### src/rtl/mips_exception_return_unit_pkg.sv
// Shared CP0 constants, state encoding and cause-code helper for the exception return unit.
package mips_exception_return_unit_pkg;

    // CP0 register numbers visible to MFC0
    localparam logic [4:0] Cp0Status = 5'd12;
    localparam logic [4:0] Cp0Cause  = 5'd13;
    localparam logic [4:0] Cp0Epc    = 5'd14;
    localparam logic [4:0] Cp0Count  = 5'd22;

    // Cause.ExcCode values
    localparam logic [4:0] ExcNone = 5'd0;
    localparam logic [4:0] ExcRi   = 5'd10;
    localparam logic [4:0] ExcOv   = 5'd12;

    // Status bit positions
    localparam int unsigned StatusExlBit = 1;
    localparam int unsigned StatusDfBit  = 2;

    typedef enum logic {
        StRun,
        StHandler
    } state_e;

    // Reserved-instruction outranks overflow, mirroring the vector priority upstream.
    function automatic logic [4:0] exc_code_f(input logic unknown_opcode, input logic overflow);
        if (unknown_opcode) begin
            return ExcRi;
        end else if (overflow) begin
            return ExcOv;
        end
        return ExcNone;
    endfunction

endpackage

### src/rtl/mips_exception_return_unit_if.sv
// Bundle between the core (exception controller, decoder, PC logic) and the return unit.
interface mips_exception_return_unit_if #(
    parameter int unsigned WSIZE = 32
);
    logic             exception;
    logic [WSIZE-1:0] exception_ADDR;
    logic             unknown_opcode;
    logic             overflow;
    logic [WSIZE-1:0] pc_current;
    logic             eret;
    logic [4:0]       mfc0_sel;
    logic [WSIZE-1:0] pc_redirect;
    logic             pc_redirect_valid;
    logic             in_handler;
    logic [WSIZE-1:0] epc;
    logic [WSIZE-1:0] mfc0_data;

    // Core side
    modport master (
        output exception, exception_ADDR, unknown_opcode, overflow, pc_current, eret, mfc0_sel,
        input  pc_redirect, pc_redirect_valid, in_handler, epc, mfc0_data
    );

    // Return unit side
    modport slave (
        input  exception, exception_ADDR, unknown_opcode, overflow, pc_current, eret, mfc0_sel,
        output pc_redirect, pc_redirect_valid, in_handler, epc, mfc0_data
    );
endinterface

### src/rtl/mips_cp0_regfile.sv
// EPC, Cause, sticky double-fault flag and saturating exception counter, plus the MFC0 read mux.
module mips_cp0_regfile
    import mips_exception_return_unit_pkg::*;
#(
    parameter int unsigned WSIZE = 32,
    parameter int unsigned CNT_W = 16
) (
    input  logic             clk_i,
    input  logic             rst_ni,
    input  logic             exc_i,       // exception taken this cycle
    input  logic             epc_we_i,    // capture pc_i into EPC
    input  logic [WSIZE-1:0] pc_i,
    input  logic [4:0]       exc_code_i,
    input  logic             df_set_i,
    input  logic             exl_i,       // Status.EXL, owned by the top-level FSM
    input  logic [4:0]       mfc0_sel_i,
    output logic [WSIZE-1:0] epc_o,
    output logic [WSIZE-1:0] mfc0_data_o
);

    logic [WSIZE-1:0] epc_q, epc_d;
    logic [4:0]       code_q, code_d;
    logic             df_q, df_d;
    logic [CNT_W-1:0] cnt_q, cnt_d;
    logic [WSIZE-1:0] status, cause;

    // Next-state for the architectural CP0 registers
    always_comb begin
        epc_d  = epc_q;
        code_d = code_q;
        df_d   = df_q;
        cnt_d  = cnt_q;
        if (epc_we_i) begin
            epc_d = pc_i;
        end
        if (exc_i) begin
            code_d = exc_code_i;
            if (cnt_q != '1) begin
                cnt_d = cnt_q + CNT_W'(1);
            end
        end
        if (df_set_i) begin
            df_d = 1'b1;
        end
    end

    // CP0 register flops
    always_ff @(posedge clk_i or negedge rst_ni) begin
        if (!rst_ni) begin
            epc_q  <= '0;
            code_q <= ExcNone;
            df_q   <= 1'b0;
            cnt_q  <= '0;
        end else begin
            epc_q  <= epc_d;
            code_q <= code_d;
            df_q   <= df_d;
            cnt_q  <= cnt_d;
        end
    end

    // MFC0 read mux; returns pre-edge values
    always_comb begin
        status               = '0;
        status[StatusExlBit] = exl_i;
        status[StatusDfBit]  = df_q;
        cause                = '0;
        cause[6:2]           = code_q;
        unique case (mfc0_sel_i)
            Cp0Status: mfc0_data_o = status;
            Cp0Cause:  mfc0_data_o = cause;
            Cp0Epc:    mfc0_data_o = epc_q;
            Cp0Count:  mfc0_data_o = WSIZE'(cnt_q);
            default:   mfc0_data_o = '0;
        endcase
    end

    assign epc_o = epc_q;

endmodule

### src/rtl/mips_exception_return_unit.sv
// Exception entry / ERET state machine and zero-latency PC redirect for the single-cycle core.
module mips_exception_return_unit
    import mips_exception_return_unit_pkg::*;
#(
    parameter int unsigned WSIZE = 32,
    parameter int unsigned CNT_W = 16
) (
    input  logic                          clk,
    input  logic                          rst_n,
    mips_exception_return_unit_if.slave   bus
);

    state_e           state_q;
    logic             take_exc, take_eret, epc_we, df_set;
    logic [4:0]       exc_code;
    logic [WSIZE-1:0] epc;

    // Event decode: exception always wins, ERET only counts inside a handler
    always_comb begin
        take_exc  = bus.exception;
        take_eret = bus.eret && !bus.exception && (state_q == StHandler);
        epc_we    = take_exc && (state_q == StRun);
        df_set    = take_exc && (state_q == StHandler);
        exc_code  = exc_code_f(bus.unknown_opcode, bus.overflow);
    end

    // Redirect mux, suppressed while reset is held
    always_comb begin
        bus.pc_redirect_valid = rst_n && (take_exc || take_eret);
        bus.pc_redirect       = '0;
        if (rst_n) begin
            if (take_exc) begin
                bus.pc_redirect = bus.exception_ADDR;
            end else if (take_eret) begin
                bus.pc_redirect = epc;
            end
        end
    end

    // RUN/HANDLER state machine; the state itself is Status.EXL
    always_ff @(posedge clk or negedge rst_n) begin
        if (!rst_n) begin
            state_q <= StRun;
        end else begin
            unique case (state_q)
                StRun:     if (take_exc) state_q <= StHandler;
                StHandler: if (take_eret) state_q <= StRun;
                default:   state_q <= StRun;
            endcase
        end
    end

    assign bus.in_handler = (state_q == StHandler);
    assign bus.epc        = epc;

    mips_cp0_regfile #(
        .WSIZE (WSIZE),
        .CNT_W (CNT_W)
    ) u_cp0_regfile (
        .clk_i       (clk),
        .rst_ni      (rst_n),
        .exc_i       (take_exc),
        .epc_we_i    (epc_we),
        .pc_i        (bus.pc_current),
        .exc_code_i  (exc_code),
        .df_set_i    (df_set),
        .exl_i       (bus.in_handler),
        .mfc0_sel_i  (bus.mfc0_sel),
        .epc_o       (epc),
        .mfc0_data_o (bus.mfc0_data)
    );

endmodule
### src/flat_wrapper.sv
// flat-port wrapper written by rule: the top's interface ports become plain ports
module mips_exception_return_unit_flat import mips_exception_return_unit_pkg::*;
#(
    parameter int unsigned WSIZE = 32,
    parameter int unsigned CNT_W = 16
)
  (clk, rst_n, bus_exception, bus_exception_ADDR, bus_unknown_opcode, bus_overflow, bus_pc_current, bus_eret, bus_mfc0_sel, bus_pc_redirect, bus_pc_redirect_valid, bus_in_handler, bus_epc, bus_mfc0_data);
  mips_exception_return_unit_if #(.WSIZE(WSIZE)) bus_i ();
  input  logic clk;
  input  logic rst_n;
  input wire logic [$bits(bus_i.exception)-1:0] bus_exception;
  input wire logic [$bits(bus_i.exception_ADDR)-1:0] bus_exception_ADDR;
  input wire logic [$bits(bus_i.unknown_opcode)-1:0] bus_unknown_opcode;
  input wire logic [$bits(bus_i.overflow)-1:0] bus_overflow;
  input wire logic [$bits(bus_i.pc_current)-1:0] bus_pc_current;
  input wire logic [$bits(bus_i.eret)-1:0] bus_eret;
  input wire logic [$bits(bus_i.mfc0_sel)-1:0] bus_mfc0_sel;
  output wire logic [$bits(bus_i.pc_redirect)-1:0] bus_pc_redirect;
  output wire logic [$bits(bus_i.pc_redirect_valid)-1:0] bus_pc_redirect_valid;
  output wire logic [$bits(bus_i.in_handler)-1:0] bus_in_handler;
  output wire logic [$bits(bus_i.epc)-1:0] bus_epc;
  output wire logic [$bits(bus_i.mfc0_data)-1:0] bus_mfc0_data;
  assign bus_i.exception = bus_exception;
  assign bus_i.exception_ADDR = bus_exception_ADDR;
  assign bus_i.unknown_opcode = bus_unknown_opcode;
  assign bus_i.overflow = bus_overflow;
  assign bus_i.pc_current = bus_pc_current;
  assign bus_i.eret = bus_eret;
  assign bus_i.mfc0_sel = bus_mfc0_sel;
  assign bus_pc_redirect = bus_i.pc_redirect;
  assign bus_pc_redirect_valid = bus_i.pc_redirect_valid;
  assign bus_in_handler = bus_i.in_handler;
  assign bus_epc = bus_i.epc;
  assign bus_mfc0_data = bus_i.mfc0_data;
  mips_exception_return_unit #(.WSIZE(WSIZE), .CNT_W(CNT_W)) u_core (.clk(clk), .rst_n(rst_n), .bus(bus_i));
endmodule
### config.mk
export PLATFORM = sky130hd
export DESIGN_NAME = mips_exception_return_unit_flat
export DESIGN_NICKNAME = d
export VERILOG_FILES = /design/src/rtl/mips_exception_return_unit_pkg.sv /design/src/rtl/mips_exception_return_unit_if.sv /design/src/rtl/mips_cp0_regfile.sv /design/src/rtl/mips_exception_return_unit.sv /design/src/flat_wrapper.sv
export SDC_FILE = /design/constraint.sdc
export NUM_CORES = 1
export LEC_CHECK = 0
export CELL_PAD_IN_SITES_DETAIL_PLACEMENT = 1
export CELL_PAD_IN_SITES_GLOBAL_PLACEMENT = 2
export CORE_UTILIZATION = 23
export DETAILED_ROUTE_END_ITERATION = 10
export PLACE_DENSITY = 0.9
export SLEW_MARGIN = 15
export SYNTH_ARGS = -nofsm -noshare
export SYNTH_HDL_FRONTEND = slang
export SYNTH_SLANG_ARGS = --single-unit
### constraint.sdc
create_clock -name clk -period 3.46 [get_ports clk]
set_clock_uncertainty 0.2 [all_clocks]
set_input_delay 0.519 -clock clk [delete_from_list [all_inputs] [get_ports clk]]
set_output_delay 0.519 -clock clk [all_outputs]
set_load 0.01 [all_outputs]
# Yosys cells after proc, flatten, opt, wreduce, memory -nomap -nowiden
# Index checks and enable logic that the tools add are counted.
# word_totals
out_inout_bits,98
regBits,55
in_bits,75
# op_classes
reduce_logical,8
addsub,1
mux,12
n_bitwise,1
n_eq_ne,5
# op_table
operator,count
32-bit case mux with 4 select lines,1
32-bit two-way mux,3
"16-bit by 1-bit adder with 16-bit output, second input constant",1
"16-bit inequality test, second input constant",1
"5-bit by 4-bit == test with 1-bit output, second input constant",3
5-bit two-way mux,3
"5-bit == test, second input constant",1
1-bit logical AND,5
1-bit two-way mux,4
1-bit case mux with 2 select lines,1
2-bit AND reduction,1
1-bit zero test,1
1-bit logical OR,1
1-bit NOT,1

# Longest topological paths before layout
# depth
depth_word,6
mapped_depth,5

# By module
# A second synthesis with hierarchy kept.
# hier_totals
hier_cells,325
area_unflattened_um2,3368.2
# modules_own_cells
mod,cells_each,seq_area_each_um2,n_inst,area_per_inst_um2
mips_cp0_regfile,200,1351.3,1,2527.4
mips_exception_return_unit,125,25.0,1,840.8

# Least setup slack after synthesis
# OpenSTA, ideal clock, no wires.
# synth_path
path_kind,input to output
startpoint,input bus_mfc0_sel[0]
endpoint,output bus_mfc0_data[20]
required_ps,2741
n_path_buf,1
cell_stages,4
setup_slack_ps,1200
t_arrival_ps,1541
path_cell_list,nand3b_1 -> nor3b_1 -> clkbuf_1 -> and2_1
# synth_via
elab_chain_cells,2
# synth_lines
item,line_no,text
start: declaration,flat_wrapper.sv:17,input wire logic [$bits(bus_i.mfc0_sel)-1:0] bus_mfc0_sel;
5-bit == test / 5-bit by 4-bit == test with 1-bit output (equally long branches),mips_cp0_regfile.sv:69,unique case (mfc0_sel_i)
32-bit case mux with 4 select lines *,mips_cp0_regfile.sv:69,
end: declaration,flat_wrapper.sv:22,output wire logic [$bits(bus_i.mfc0_data)-1:0] bus_mfc0_data;
# Every way passes the cells marked *; elsewhere a longest branch is shown, timed or not.

# Final worst setup path
# layout_path
startpoint,input bus_mfc0_sel[0]
endpoint,output bus_mfc0_data[14]
# The elaborated chain is that of the path after synthesis.

==> out/results.ini <==
[cells_and_area]
final_common_cell=clkdlybuf4s50_1
area_growth_pct=70.57
fillers=1460
fin_nets=536
drive_above_1_share_pct=14.32
antennaDiodeCount=0
final_cell_mix=clkdlybuf4s50_1 (170), dfrtp_1 (53), a22oi_1 (37)

[logic_synthesis]
netlist_area_um2=3027
synth_ff_type=dfrtp_1
yosysWarnings=0
ys_async_sr_fraction_pct=100.0
yosys-top-cells-area=dfrtp_1 (44%), mux2_2 (12%), a22oi_1 (9.2%), nor2b_1 (7.0%), and2_1 (3.5%)
yosysUniqueCellTypes=39
syn_inst=288
synth_edf_count=0
synth.avg_cell_area_um2=10.51
yosysTopAreaCell=dfrtp_1
seq_area_frac_synth_pct=43.82
yosysTopAreaCellShare_pct=43.82
synth_seq_cells=53
synth_nets=364

[run]
maxCapViolations=0

[worst_setup_path]
crit_chain=clkdlybuf4s50_1 > nand3b_1 > nor3b_2 > buf_4 > a22o_1 > clkdlybuf4s50_1
crit_top_cell=clkdlybuf4s50_1
crit_path_start_kind=input port
r2r_cells=4
critical_path_class=input port to primary output
worst_path_dominant_cell_family=buffers and inverters
cpPeakStageDelay_ns=0.53
slowest_stage=clkdlybuf4s50_1
arrival_ns=2.46
r2r_slack_ns=1.41
crit_buf_inv=3
endpoint_kind=primary output
path_max_fanout=25
required_ns=2.74
path_depth=6

[cts]
cts_tree=built
postCtsHoldBufs=1
postCtsSetupRepairBufs=0
clk_latency_ns=0.28
cts_resized=0
clk_path_buf_depth=2
cts_root_buffer=clkbuf_16
cts_sinks=53
path_clk_slew_ns=0.07
cts_buffers=5
htreeDepth=2

[route]
wl_mm=10.87
first_pass_iters=4
postRouteAntennaNets=0
via_per_inst=4.682
vias=2964
remaining_drc_errors=0
initialDrtViolationCount=80
wl_per_cell_um=17.18

[sta]
rsz0062_at_grt=false
relSlewSlack_pct=57.57
fmax_ghz=0.3149
period_needed_ns=3.176
min_period_over_period_pct=91.79
final-hold-violation-count=0
worstMarginPinSlew_ns=0.6306
finalSetupTns_ns=0
finalSetupViolCount=0
slew_violations=0

[global_routing]
overflow=0
grt_pass1_vias=3032
grt_max_degree=37
grt_pass1_wl_mm=16.59
antenna_found_initial=0
grt_use_total_pct=15.80

[worst_hold_path]
hold_class=register to register
hold_depth=1

[power]
clkPwrFrac_pct=23.6
peakVddDrop_mv=0.1949
seqPwrFrac_pct=44.8
combPwrFrac_pct=31.6
powerDensity_nw_per_um2=389.2
p_sw_uw=608.1
totalPowerFinal_mw=2.009
swShare_pct=30.26
p_int_mw=1.401
p_leak_nw=2.011

[floorplan]
die_height_um=116.7
die_area_um2=13620
core-area_um2=12720
initial_utilization_pct=23.79
num_rows=41
die_x_um=116.7
io_pins=173

[outcome]
outcome=completed

[place]
globalplace.congestion=0.7531
numPortBuffers=172
place_hpwl_mm=8.722

power by group through the flow:
stage | Clock (mW) | Combinational (mW) | Sequential, mW
finish | 0.475 | 0.634 | 0.900
floorplan | 0 | 0.241 | 0.890
global placement | 0 | 0.620 | 0.908
detailed placement | 0 | 0.642 | 0.916
global route | 0.524 | 0.688 | 0.923
CTS | 0.498 | 0.645 | 0.904
per-stage QoR:
step | hold slack [ns] | cells | utilization, % | instance area, um2 | setup WS, ns
final | 0.2992 | 633 | 40.58 | 5162 | 0.2839
after global routing | 0.3019 | 633 | 40.58 | 5162 | 0.1423
after CTS | 0.2992 | 633 | 40.58 | 5162 | 0.2596
after detailed placement | 0.2345 | 624 | 39.41 | 5014 | 0.2598
after global placement | 0.2333 | 624 | 39.41 | 5014 | 0.3343
after floorplan | 0.02341 | 288 | - | 3027 | 1.200
kinds of logic after synthesis:
logic type	count (synthesis)	synth area share, %
mux	35	13.15
compound gates	57	14.22
flops	53	43.82
xor+xnor	13	3.762
fa+ha+maj	1	0.4133
buf+inv	25	3.307
simple gates	104	21.33
metal layers:
metal / routed length (um) / vias to the layer above / track usage [%]
met1: 4492 / 1474 / 19.28
met3: 693 / 4 / 2.854
met2: 5644 / 106 / 29.35
met4: 42 / 0 / 2.363
met5: 0 / - / 0
li1: - / 1380 / -
flip-flops by register name, indices dropped and copies added, names as in the netlist:
signal and flops:
u_core.u_cp0_regfile.cnt_q 16, u_core.u_cp0_regfile.code_q 3, u_core.u_cp0_regfile.epc_o 32, u_core.u_cp0_regfile.df_q 1, u_core.bus.in_handler 1
Yosys cell counts, types with 2 or more instances:
cell / count
dfrtp_1: 53
a22oi_1: 37
nor2b_1: 34
mux2_2: 32
and2_1: 17
nand2_1: 16
clkbuf_1: 13
a22o_1: 11
nor2_1: 9
xnor2_1: 7
inv_1: 6
xor2_1: 6
buf_2: 5
nor3_1: 5
nand3_1: 4
nand4_1: 4
a21oi_1: 3
a21o_1: 2
mux2_1: 2
nor3_2: 2
or4_4: 2
area by class of cell:
cell class                 count  area, um2  share of cell area, %
sequential                    53       1326                  25.69
clock inverter                 2      10.01                 0.1939
inverter                       6      22.52                 0.4363
multi-input combinational    210       1615                  31.29
timing repair buffer         184       1844                  35.72
clock buffer                   6      128.9                  2.496
tap                          172      215.2                  4.169
path summary, 6_finish.rpt:
kind / startpoint / to
setup / recovery: bus_mfc0_sel[0] / bus_mfc0_data[14]
hold / removal: u_core.u_cp0_regfile.df_q$_DFFE_PN0P_ / u_core.u_cp0_regfile.df_q$_DFFE_PN0P_
setup reg to reg: u_core.u_cp0_regfile.cnt_q[12]$_DFFE_PN0P_ / u_core.u_cp0_regfile.cnt_q[1]$_DFFE_PN0P_
hold reg to reg: u_core.u_cp0_regfile.df_q$_DFFE_PN0P_ / u_core.u_cp0_regfile.df_q$_DFFE_PN0P_
max in group asynchronous: rst_n / u_core.u_cp0_regfile.epc_o[26]$_DFFE_PN0P_
min in group asynchronous: rst_n / u_core.u_cp0_regfile.epc_o[7]$_DFFE_PN0P_
(Power assumes the default switching activity.)
